===== src/rtl/extbus_pkg.sv =====
// Shared constants for the external bus responder: FSM state codes and I/O page addresses.
package extbus_pkg;

  typedef logic [1:0] state_t;

  localparam state_t ST_IDLE   = 2'd0;
  localparam state_t ST_WAIT   = 2'd1;
  localparam state_t ST_ACCESS = 2'd2;
  localparam state_t ST_RESP   = 2'd3;

  localparam logic [7:0] IO_BASE     = 8'hF0;
  localparam logic [7:0] IO_GPIO_OUT = 8'hF0;
  localparam logic [7:0] IO_GPIO_IN  = 8'hF1;
  localparam logic [7:0] IO_TMR_LO   = 8'hF2;
  localparam logic [7:0] IO_TMR_HI   = 8'hF3;
  localparam logic [7:0] IO_STATUS   = 8'hF4;

  // Writes that must be flagged: every read-only register in the I/O page.
  // TMR_LO is writable only when the timer is built.
  function automatic logic ro_write(input logic [7:0] addr, input logic timer_en);
    case (addr)
      IO_GPIO_IN, IO_TMR_HI, IO_STATUS: return 1'b1;
      IO_TMR_LO:                        return ~timer_en;
      default:                          return 1'b0;
    endcase
  endfunction

endpackage


===== src/rtl/extbus_timer.sv =====
// Prescaled 16-bit free-running timer with high-byte shadow and wrap sticky bit.
// Only instantiated when EXTBUS_TIMER_EN is defined.
module extbus_timer
  import extbus_pkg::*;
#(
  parameter int PRESCALE = 4
) (
  input  logic       clk,
  input  logic       rstn,
  input  logic       clr,
  input  logic       snap,
  input  logic       sticky_clr,
  output logic [7:0] lo,
  output logic [7:0] shadow,
  output logic       wrapped
);

  localparam int PW = (PRESCALE > 1) ? $clog2(PRESCALE) : 1;
  localparam logic [PW-1:0] PRE_LAST = PW'(PRESCALE - 1);

  logic [PW-1:0] pre_reg;
  logic [15:0]   cnt_reg;
  logic [7:0]    shadow_reg;
  logic          wrap_reg;
  logic          tick;

  assign tick = (pre_reg == PRE_LAST);

  always_ff @(posedge clk or negedge rstn) begin
    if (!rstn) begin
      pre_reg    <= '0;
      cnt_reg    <= 16'h0000;
      shadow_reg <= 8'h00;
      wrap_reg   <= 1'b0;
    end else begin
      if (clr) begin
        pre_reg <= '0;
        cnt_reg <= 16'h0000;
      end else begin
        pre_reg <= tick ? '0 : PW'(pre_reg + 1'b1);
        if (tick) cnt_reg <= cnt_reg + 16'd1;
      end
      if (snap) shadow_reg <= cnt_reg[15:8];
      // A wrap in the same cycle as a STATUS read keeps the bit set.
      if (tick && !clr && cnt_reg == 16'hFFFF) wrap_reg <= 1'b1;
      else if (sticky_clr)                      wrap_reg <= 1'b0;
    end
  end

  assign lo      = cnt_reg[7:0];
  assign shadow  = shadow_reg;
  assign wrapped = wrap_reg;

endmodule


===== src/rtl/extern_bus_responder.sv =====
// External bus far end: data RAM plus GPIO/status/timer I/O page with fixed wait states.
// Optional timer built when EXTBUS_TIMER_EN is defined.
module extern_bus_responder
  import extbus_pkg::*;
#(
  parameter int RAM_DEPTH    = 64,
  parameter int WAIT_CYCLES  = 1,
  parameter int TMR_PRESCALE = 4
) (
  input  logic       clk,
  input  logic       rstn,
  input  logic       Req_i,
  input  logic       We_i,
  input  logic [7:0] Addr_i,
  input  logic [7:0] WData_i,
  output logic [7:0] RData_o,
  output logic       Ack_o,
  output logic       Err_o,
  output logic       Busy_o,
  input  logic [7:0] GpioIn_i,
  output logic [7:0] GpioOut_o
);

  localparam int AW = (RAM_DEPTH > 1) ? $clog2(RAM_DEPTH) : 1;
  localparam logic [8:0] RAM_END = 9'(RAM_DEPTH);
  localparam logic [3:0] WAIT_LOAD = 4'((WAIT_CYCLES > 0) ? WAIT_CYCLES - 1 : 0);
`ifdef EXTBUS_TIMER_EN
  localparam logic TIMER_EN = 1'b1;
`else
  localparam logic TIMER_EN = 1'b0;
`endif

  state_t      state_reg, state_next;
  logic [3:0]  wcnt_reg;
  logic [7:0]  addr_reg, wdata_reg;
  logic        we_reg;
  logic [7:0]  rdata_reg;
  logic        err_reg, sel_ram_reg;
  logic [7:0]  gpio_out_reg;
  logic [7:0]  sync1_reg, sync2_reg;

  logic        is_ram, in_access;
  logic [7:0]  io_rdata;
  logic        acc_err;
  logic [7:0]  tmr_lo, tmr_shadow;
  logic        tmr_wrapped;

  logic [7:0]  ram [0:RAM_DEPTH-1];
  logic [7:0]  ram_q;
  logic [AW-1:0] ram_idx;

  assign is_ram    = ({1'b0, addr_reg} < RAM_END);
  assign in_access = (state_reg == ST_ACCESS);
  assign ram_idx   = addr_reg[AW-1:0];

  always_comb begin
    state_next = state_reg;
    case (state_reg)
      ST_IDLE:   if (Req_i) state_next = (WAIT_CYCLES > 0) ? ST_WAIT : ST_ACCESS;
      ST_WAIT:   if (wcnt_reg == 4'd0) state_next = ST_ACCESS;
      ST_ACCESS: state_next = ST_RESP;
      default:   state_next = ST_IDLE;
    endcase
  end

  always_comb begin
    io_rdata = 8'h00;
    case (addr_reg)
      IO_GPIO_OUT: io_rdata = gpio_out_reg;
      IO_GPIO_IN:  io_rdata = sync2_reg;
      IO_TMR_LO:   io_rdata = tmr_lo;
      IO_TMR_HI:   io_rdata = tmr_shadow;
      IO_STATUS:   io_rdata = {7'b0, tmr_wrapped};
      default:     io_rdata = 8'h00;
    endcase
  end

  // Unmapped: neither RAM nor one of the five I/O registers.
  assign acc_err = (!is_ram && (addr_reg < IO_BASE || addr_reg > IO_STATUS))
                 || (we_reg && ro_write(addr_reg, TIMER_EN));

  always_ff @(posedge clk or negedge rstn) begin
    if (!rstn) begin
      state_reg    <= ST_IDLE;
      wcnt_reg     <= 4'd0;
      addr_reg     <= 8'h00;
      we_reg       <= 1'b0;
      wdata_reg    <= 8'h00;
      rdata_reg    <= 8'h00;
      err_reg      <= 1'b0;
      sel_ram_reg  <= 1'b0;
      gpio_out_reg <= 8'h00;
      sync1_reg    <= 8'h00;
      sync2_reg    <= 8'h00;
    end else begin
      state_reg <= state_next;
      sync1_reg <= GpioIn_i;
      sync2_reg <= sync1_reg;
      if (state_reg == ST_IDLE && Req_i) begin
        addr_reg  <= Addr_i;
        we_reg    <= We_i;
        wdata_reg <= WData_i;
        wcnt_reg  <= WAIT_LOAD;
      end else if (state_reg == ST_WAIT && wcnt_reg != 4'd0) begin
        wcnt_reg <= wcnt_reg - 4'd1;
      end
      if (in_access) begin
        rdata_reg   <= we_reg ? 8'h00 : io_rdata;
        err_reg     <= acc_err;
        sel_ram_reg <= is_ram && !we_reg;
        if (we_reg && addr_reg == IO_GPIO_OUT) gpio_out_reg <= wdata_reg;
      end
    end
  end

  // Plain synchronous RAM, no reset, so it maps onto block RAM.
  always_ff @(posedge clk) begin
    if (in_access && is_ram) begin
      if (we_reg) ram[ram_idx] <= wdata_reg;
      ram_q <= ram[ram_idx];
    end
  end

`ifdef EXTBUS_TIMER_EN
  extbus_timer #(
    .PRESCALE (TMR_PRESCALE)
  ) u_timer (
    .clk        (clk),
    .rstn       (rstn),
    .clr        (in_access && we_reg && addr_reg == IO_TMR_LO),
    .snap       (in_access && !we_reg && addr_reg == IO_TMR_LO),
    .sticky_clr (in_access && !we_reg && addr_reg == IO_STATUS),
    .lo         (tmr_lo),
    .shadow     (tmr_shadow),
    .wrapped    (tmr_wrapped)
  );
`else
  assign tmr_lo      = 8'h00;
  assign tmr_shadow  = 8'h00;
  assign tmr_wrapped = 1'b0;
`endif

  assign Ack_o     = (state_reg == ST_RESP);
  assign Err_o     = (state_reg == ST_RESP) && err_reg;
  assign RData_o   = (state_reg == ST_RESP) ? (sel_ram_reg ? ram_q : rdata_reg) : 8'h00;
  assign Busy_o    = (state_reg == ST_WAIT) || (state_reg == ST_ACCESS)
                   || (state_reg == ST_IDLE && Req_i);
  assign GpioOut_o = gpio_out_reg;

endmodule


===== config.mk =====
export PLATFORM = sky130hd
export DESIGN_NAME = extern_bus_responder
export DESIGN_NICKNAME = d
export VERILOG_FILES = /design/src/rtl/extbus_pkg.sv /design/src/rtl/extbus_timer.sv /design/src/rtl/extern_bus_responder.sv
export SDC_FILE = /design/constraint.sdc
export NUM_CORES = 1
export LEC_CHECK = 0
export CAP_MARGIN = 20
export CORE_MARGIN = 2
export CORE_UTILIZATION = 50
export CTS_CLUSTER_DIAMETER = 120
export DETAILED_ROUTE_END_ITERATION = 8
export PLACE_DENSITY = 0.7
export SYNTH_ARGS = -nofsm -noshare
export SYNTH_HDL_FRONTEND = slang
export SYNTH_HIERARCHICAL = 1
export SYNTH_SLANG_ARGS = --single-unit

===== constraint.sdc =====
create_clock -name clk -period 3.32 [get_ports clk]
set_input_delay 0.498 -clock clk [delete_from_list [all_inputs] [get_ports clk]]
set_output_delay 0.498 -clock clk [all_outputs]
set_load 0.03 [all_outputs]

==> results_tabular.tex <==
\begin{tabular}{lr}
\hline
Metric & Value \\
\hline
\multicolumn{2}{l}{\textbf{Setup path}} \\
\quad Biggest cell delay along the critical path & between 0.5 and 0.6 ns \\
\quad Biggest fanout along the worst timing path & 34 \\
\quad Data arrival at the endpoint of the critical path & around 3.3 ns \\
\quad Cells along the critical path & buf\_4 > buf\_12 > buf\_12 > mux2i\_1 > a221oi\_1 > nand2\_1 > nand4\_1 > or4\_1 \\
\quad Cell with the most instances on the worst path & sky130\_fd\_sc\_hd\_\_buf\_12 \\
\quad Worst endpoint required time & 3.66 ns \\
\quad Family with the most delay on the worst path & buffers and inverters \\
\quad Buffers plus inverters on the worst setup path & 3 \\
\quad Worst reg2reg startpoint & addr\_reg[1]\$\_DFFE\_PN0P\_ \\
\quad Critical Path Sink Type & flop \\
\quad Setup slack of the most critical reg-to-reg path & $\sim$0.38 ns \\
\quad Crit Path Category & reg2reg \\
\quad Element type at the critical path start & flop \\
\quad Worst reg2reg path depth & 8 \\
\quad Slowest cell on the critical path & sky130\_fd\_sc\_hd\_\_dfrtp\_4 \\
\quad Capturing point of the worst reg2reg path & ram\_q[0]\$\_DFFE\_PN\_ \\
\multicolumn{2}{l}{\textbf{Synth}} \\
\quad Share of synthesized flip-flops with an asynchronous set or reset & 0.09879 \\
\quad Total standard cell area after synthesis & 0.02287 mm² \\
\quad Post-Syn Instances & 1372 \\
\quad Share of the yosys chip area belonging to registers & 0.7452 \\
\quad Number of register bits inferred by synthesis & 577 \\
\quad Most used flip-flop cell after synthesis & sky130\_fd\_sc\_hd\_\_edfxtp\_1 \\
\quad Post-Synthesis Net Count & roughly 1400 \\
\quad Number of warnings printed during yosys synthesis & 6 \\
\quad Number of enable-type register cells in the synthesized netlist & 520 \\
\quad Number of library cell types mapped by synthesis & 53 \\
\quad Average cell area after synthesis & around 17 µm² \\
\multicolumn{2}{l}{\textbf{Power and ir drop}} \\
\quad Power dissipated by switching net loads & between 7 and 8 mW \\
\quad Power share of the combinational group & 0.284 \\
\quad Power share of the clock group & 0.275 \\
\quad Share of total power in sequential cells & 0.440 \\
\quad Switching part of the total power & 0.3376 \\
\quad Peak supply drop & 0.5647 mV \\
\quad Static Leak & between 9 and 10 nW \\
\quad Power density of the placed cells & 874.2 mW/mm² \\
\quad Design internal power & 15.23 mW \\
\multicolumn{2}{l}{\textbf{Routing}} \\
\quad Wire per inst & approximately 25 µm \\
\quad DRC viols & 0 \\
\quad Violation count after the first detailed-route iteration & roughly 1700 \\
\quad Post-Route WL & between 50000 and 60000 µm \\
\quad Vias post-DR & roughly 13000 \\
\quad Initial DRT Pass Iterations & 5 \\
\quad Antenna Violating Nets Remaining & 0 \\
\quad Number of vias per cell after detailed routing & $\sim$6 \\
\multicolumn{2}{l}{\textbf{Clocking}} \\
\quad Clock transition at path regs & approximately 0.060 ns \\
\quad Maximum clock insertion buffer count & 3 \\
\quad H-tree lvl count & 2 \\
\quad Clock insertion delay at the later pin of the skew report & slightly above 0.6 ns \\
\quad Clock sink count & slightly below 600 \\
\quad Number of buffers inserted during clock tree synthesis & 56 \\
\quad Post\_cts resized & 0 \\
\quad Cell at the root of the clock tree & sky130\_fd\_sc\_hd\_\_clkbuf\_16 \\
\quad TritonCTS clock tree & yes \\
\multicolumn{2}{l}{\textbf{Cells and area}} \\
\quad Finished Cell Area & about 0.026 mm² \\
\quad Reg with most FFs & ram \\
\quad Final nets & 1522 \\
\quad Layout-stage area growth over the synthesis result & 15.03\% \\
\quad Max reg flops & around 510 \\
\quad Share of final-layout standard cells stronger than drive strength 1 & 0.1557 \\
\multicolumn{2}{l}{\textbf{Flow run}} \\
\quad Maxcap violations & 0 \\
\multicolumn{2}{l}{\textbf{Outcome}} \\
\quad Result of the run & finished clean \\
\multicolumn{2}{l}{\textbf{Floorplan}} \\
\quad Die boundary height & 217.9 µm \\
\quad Top-level I/O count & between 40 and 50 \\
\quad Number of core rows & 78 \\
\quad Die Footprint & 0.04746 mm² \\
\quad Initial core utilization & 0.5050 \\
\quad Standard cell core area & approximately 0.045 mm² \\
\quad Die boundary width & approximately 220 µm \\
\multicolumn{2}{l}{\textbf{STA}} \\
\quad Finish-stage setup viols & 0 \\
\quad Worst-case setup margin in the final layout & roughly 0.38 ns \\
\quad Normalized max-slew margin & 0.3316 \\
\quad Total count of hold-check failures in the final report & 0 \\
\quad Period minus WS final & slightly below 3 ns \\
\quad Transition time at the pin with the least slew margin & 1.003 ns \\
\quad Final-layout setup total negative slack & 0 ns \\
\quad Clock skew & 0.02687 ns \\
\quad RSZ-0062 raised after global routing & no \\
\quad Achievable clock frequency & between 300 and 400 MHz \\
\quad Final-report max-slew violation count & 0 \\
\quad Crit share post-route & 0.8864 \\
\multicolumn{2}{l}{\textbf{Placed design}} \\
\quad Final HPWL from detailed placement & roughly 34000 µm \\
\quad I/O Buffers & 46 \\
\quad Routability-driven placement congestion ratio & $\sim$0.87 \\
\quad Post-placement setup slack & between 0.4 and 0.5 ns \\
\quad Placed Instance Area & 0.02444 mm² \\
\multicolumn{2}{l}{\textbf{Global routing}} \\
\quad Number of global-route vias before repair & roughly 13000 \\
\quad Overflow left after global routing & 0 \\
\quad Maximum number of pins on one net before global-route repair & between 40 and 50 \\
\quad First-pass GRT wire length & between 80000 and 90000 µm \\
\quad Initial antenna violation count & 3 \\
\quad Overall track demand over capacity in global routing & 0.2320 \\
\multicolumn{2}{l}{\textbf{Min path}} \\
\quad Type of the tightest min-delay check & in2reg \\
\quad Hold Crit Endpoint & sync1\_reg[0]\$\_DFF\_PN0\_ \\
\quad Hold Crit Depth & 1 \\
\quad Hold Startpoint & GpioIn\_i[0] \\
\hline
\end{tabular}
layout make-up:
type,count,area [µm²]
Fill cell,3460,18980
Sequential cell,577,17060
Multi-Input combinational cell,675,5205
Clock buffer,71,1579
Timing Repair Buffer,140,1301
Tap cell,600,750.7
Clock inverter,35,270.3
Inverter,37,138.9
Antenna cell,1,2.502
metal layers:
layer  wire length [µm]  global-route usage  share of wire
met1              22210              0.3269           0.41
met2              25700              0.3675           0.48
met3               4521             0.04114          0.084
met4               1511             0.07868          0.028
met5                 11                   0        0.00020
cell usage after synthesis, types with 2 or more instances:
library cell,n,area [µm²]
sky130_fd_sc_hd__dfrtp_1,57,1426
sky130_fd_sc_hd__buf_4,20,150.1
sky130_fd_sc_hd__nand3b_1,3,22.52
sky130_fd_sc_hd__a221oi_1,23,201.4
sky130_fd_sc_hd__o22ai_1,51,319.1
sky130_fd_sc_hd__nand4b_1,3,26.28
sky130_fd_sc_hd__nand4_1,6,37.54
sky130_fd_sc_hd__mux2_2,32,360.4
sky130_fd_sc_hd__edfxtp_1,520,15610
sky130_fd_sc_hd__and3b_1,2,17.52
sky130_fd_sc_hd__nand2_1,49,183.9
sky130_fd_sc_hd__nor3_1,4,20.02
sky130_fd_sc_hd__o211ai_1,2,15.01
sky130_fd_sc_hd__xnor2_1,3,26.28
sky130_fd_sc_hd__o21ai_1,4,20.02
sky130_fd_sc_hd__or3b_2,2,17.52
sky130_fd_sc_hd__ha_1,7,87.58
sky130_fd_sc_hd__buf_6,8,90.09
sky130_fd_sc_hd__o21ai_0,8,40.04
sky130_fd_sc_hd__nor2_1,73,274.0
sky130_fd_sc_hd__inv_1,37,138.9
sky130_fd_sc_hd__and4_1,2,17.52
sky130_fd_sc_hd__and3_1,3,18.77
sky130_fd_sc_hd__clkbuf_1,20,75.07
sky130_fd_sc_hd__buf_1,3,11.26
sky130_fd_sc_hd__or4_1,4,30.03
sky130_fd_sc_hd__mux2i_1,218,2182
sky130_fd_sc_hd__o221ai_1,27,236.5
sky130_fd_sc_hd__o22a_1,6,52.55
sky130_fd_sc_hd__nor2_2,2,12.51
sky130_fd_sc_hd__and2_1,5,31.28
sky130_fd_sc_hd__nand2b_1,4,25.02
sky130_fd_sc_hd__a22oi_1,61,457.9
sky130_fd_sc_hd__or3_1,3,18.77
sky130_fd_sc_hd__a21oi_1,23,115.1
sky130_fd_sc_hd__nor2b_1,11,68.82
sky130_fd_sc_hd__buf_2,31,155.2
sky130_fd_sc_hd__nand3_1,15,75.07
sky130_fd_sc_hd__mux2_1,6,67.56
worst max-delay path by stage:
stage                                        start                    to  slack (ns)  cells after the start
after CTS                  addr_reg[1]$_DFFE_PN0P_    ram_q[0]$_DFFE_PN_        0.46                      8
after detailed placement   addr_reg[1]$_DFFE_PN0P_    ram_q[0]$_DFFE_PN_        0.48                      8
after floorplan           state_reg[0]$_DFFE_PN0P_  ram[52][0]$_DFFE_PP_        1.01                      7
after global routing       addr_reg[1]$_DFFE_PN0P_    ram_q[0]$_DFFE_PN_        0.32                      8
after global placement     addr_reg[1]$_DFFE_PN0P_    ram_q[0]$_DFFE_PN_        0.55                      8
final                      addr_reg[1]$_DFFE_PN0P_    ram_q[0]$_DFFE_PN_        0.38                      8
layout by cell type, fill, tap and decap left out, types with 4 or more instances in the layout:
| master | synthesis | final |
|---|---|---|
| sky130_fd_sc_hd__and2_1 | 5 | 5 |
| sky130_fd_sc_hd__clkinv_2 | 0 | 10 |
| sky130_fd_sc_hd__o21ai_0 | 8 | 8 |
| sky130_fd_sc_hd__dfrtp_1 | 57 | 47 |
| sky130_fd_sc_hd__nand2b_1 | 4 | 4 |
| sky130_fd_sc_hd__clkinvlp_4 | 0 | 6 |
| sky130_fd_sc_hd__nand3_1 | 15 | 15 |
| sky130_fd_sc_hd__mux2_2 | 32 | 32 |
| sky130_fd_sc_hd__clkbuf_16 | 0 | 59 |
| sky130_fd_sc_hd__dfrtp_2 | 0 | 9 |
| sky130_fd_sc_hd__edfxtp_1 | 520 | 520 |
| sky130_fd_sc_hd__nor2b_1 | 11 | 9 |
| sky130_fd_sc_hd__nand2_1 | 49 | 49 |
| sky130_fd_sc_hd__mux2_1 | 6 | 6 |
| sky130_fd_sc_hd__mux2i_1 | 218 | 218 |
| sky130_fd_sc_hd__o22a_1 | 6 | 6 |
| sky130_fd_sc_hd__clkdlybuf4s50_1 | 0 | 45 |
| sky130_fd_sc_hd__or4_1 | 4 | 4 |
| sky130_fd_sc_hd__buf_4 | 20 | 82 |
| sky130_fd_sc_hd__o22ai_1 | 51 | 51 |
| sky130_fd_sc_hd__buf_12 | 0 | 11 |
| sky130_fd_sc_hd__clkbuf_1 | 20 | 5 |
| sky130_fd_sc_hd__clkbuf_8 | 0 | 5 |
| sky130_fd_sc_hd__o221ai_1 | 27 | 27 |
| sky130_fd_sc_hd__nor3_1 | 4 | 4 |
| sky130_fd_sc_hd__a221oi_1 | 23 | 23 |
| sky130_fd_sc_hd__a21oi_1 | 23 | 23 |
| sky130_fd_sc_hd__nand4_1 | 6 | 6 |
| sky130_fd_sc_hd__ha_1 | 7 | 7 |
| sky130_fd_sc_hd__clkinv_1 | 0 | 9 |
| sky130_fd_sc_hd__a22oi_1 | 61 | 61 |
| sky130_fd_sc_hd__o21ai_1 | 4 | 4 |
| sky130_fd_sc_hd__nor2_1 | 73 | 73 |
| sky130_fd_sc_hd__inv_1 | 37 | 37 |
logic make-up (layout without fill, tap and decap cells):
group                    after synthesis  count (layout)  synth area share
XOR/XNOR                               3               3          0.001149
flip-flops                           577             577            0.7452
AND/OR/NAND/NOR                      196             196           0.04087
multiplexers                         257             257            0.1151
buffers and inverters                120             283           0.02736
other                                  0               1                 0
adder cells (fa/ha/maj)                7               7          0.003830
AO/OA/AOI/OAI                        212             212           0.06643
through the flow:
stage                     hold WS [ns]  utilization  std cells  total power [mW]
after global routing            0.3150       0.5808       2135             23.83
after global placement          0.3341       0.5398       2028             16.61
after floorplan                 0.2024            -       1372             14.05
final                           0.3316       0.5809       2136             22.99
after CTS                       0.3092       0.5808       2135             23.02
after detailed placement        0.3347       0.5398       2028             16.74
power groups by stage:
stage	clock [mW]	sequential (mW)	combinational, mW
2_1_floorplan	0	9.97	4.09
3_3_place_gp	0	10.2	6.38
3_5_place_dp	0	10.3	6.46
4_1_cts	6.41	10.1	6.49
5_1_grt	6.68	10.2	6.96
6_report	6.33	10.1	6.54
repair_timing:
action / in CTS / in global routing
hold buffers: 1 / 0
endpoints found under the hold margin: 27 / 0
setup buffers: 0 / 0
No activity file was read; power rests on OpenSTA's default activity.
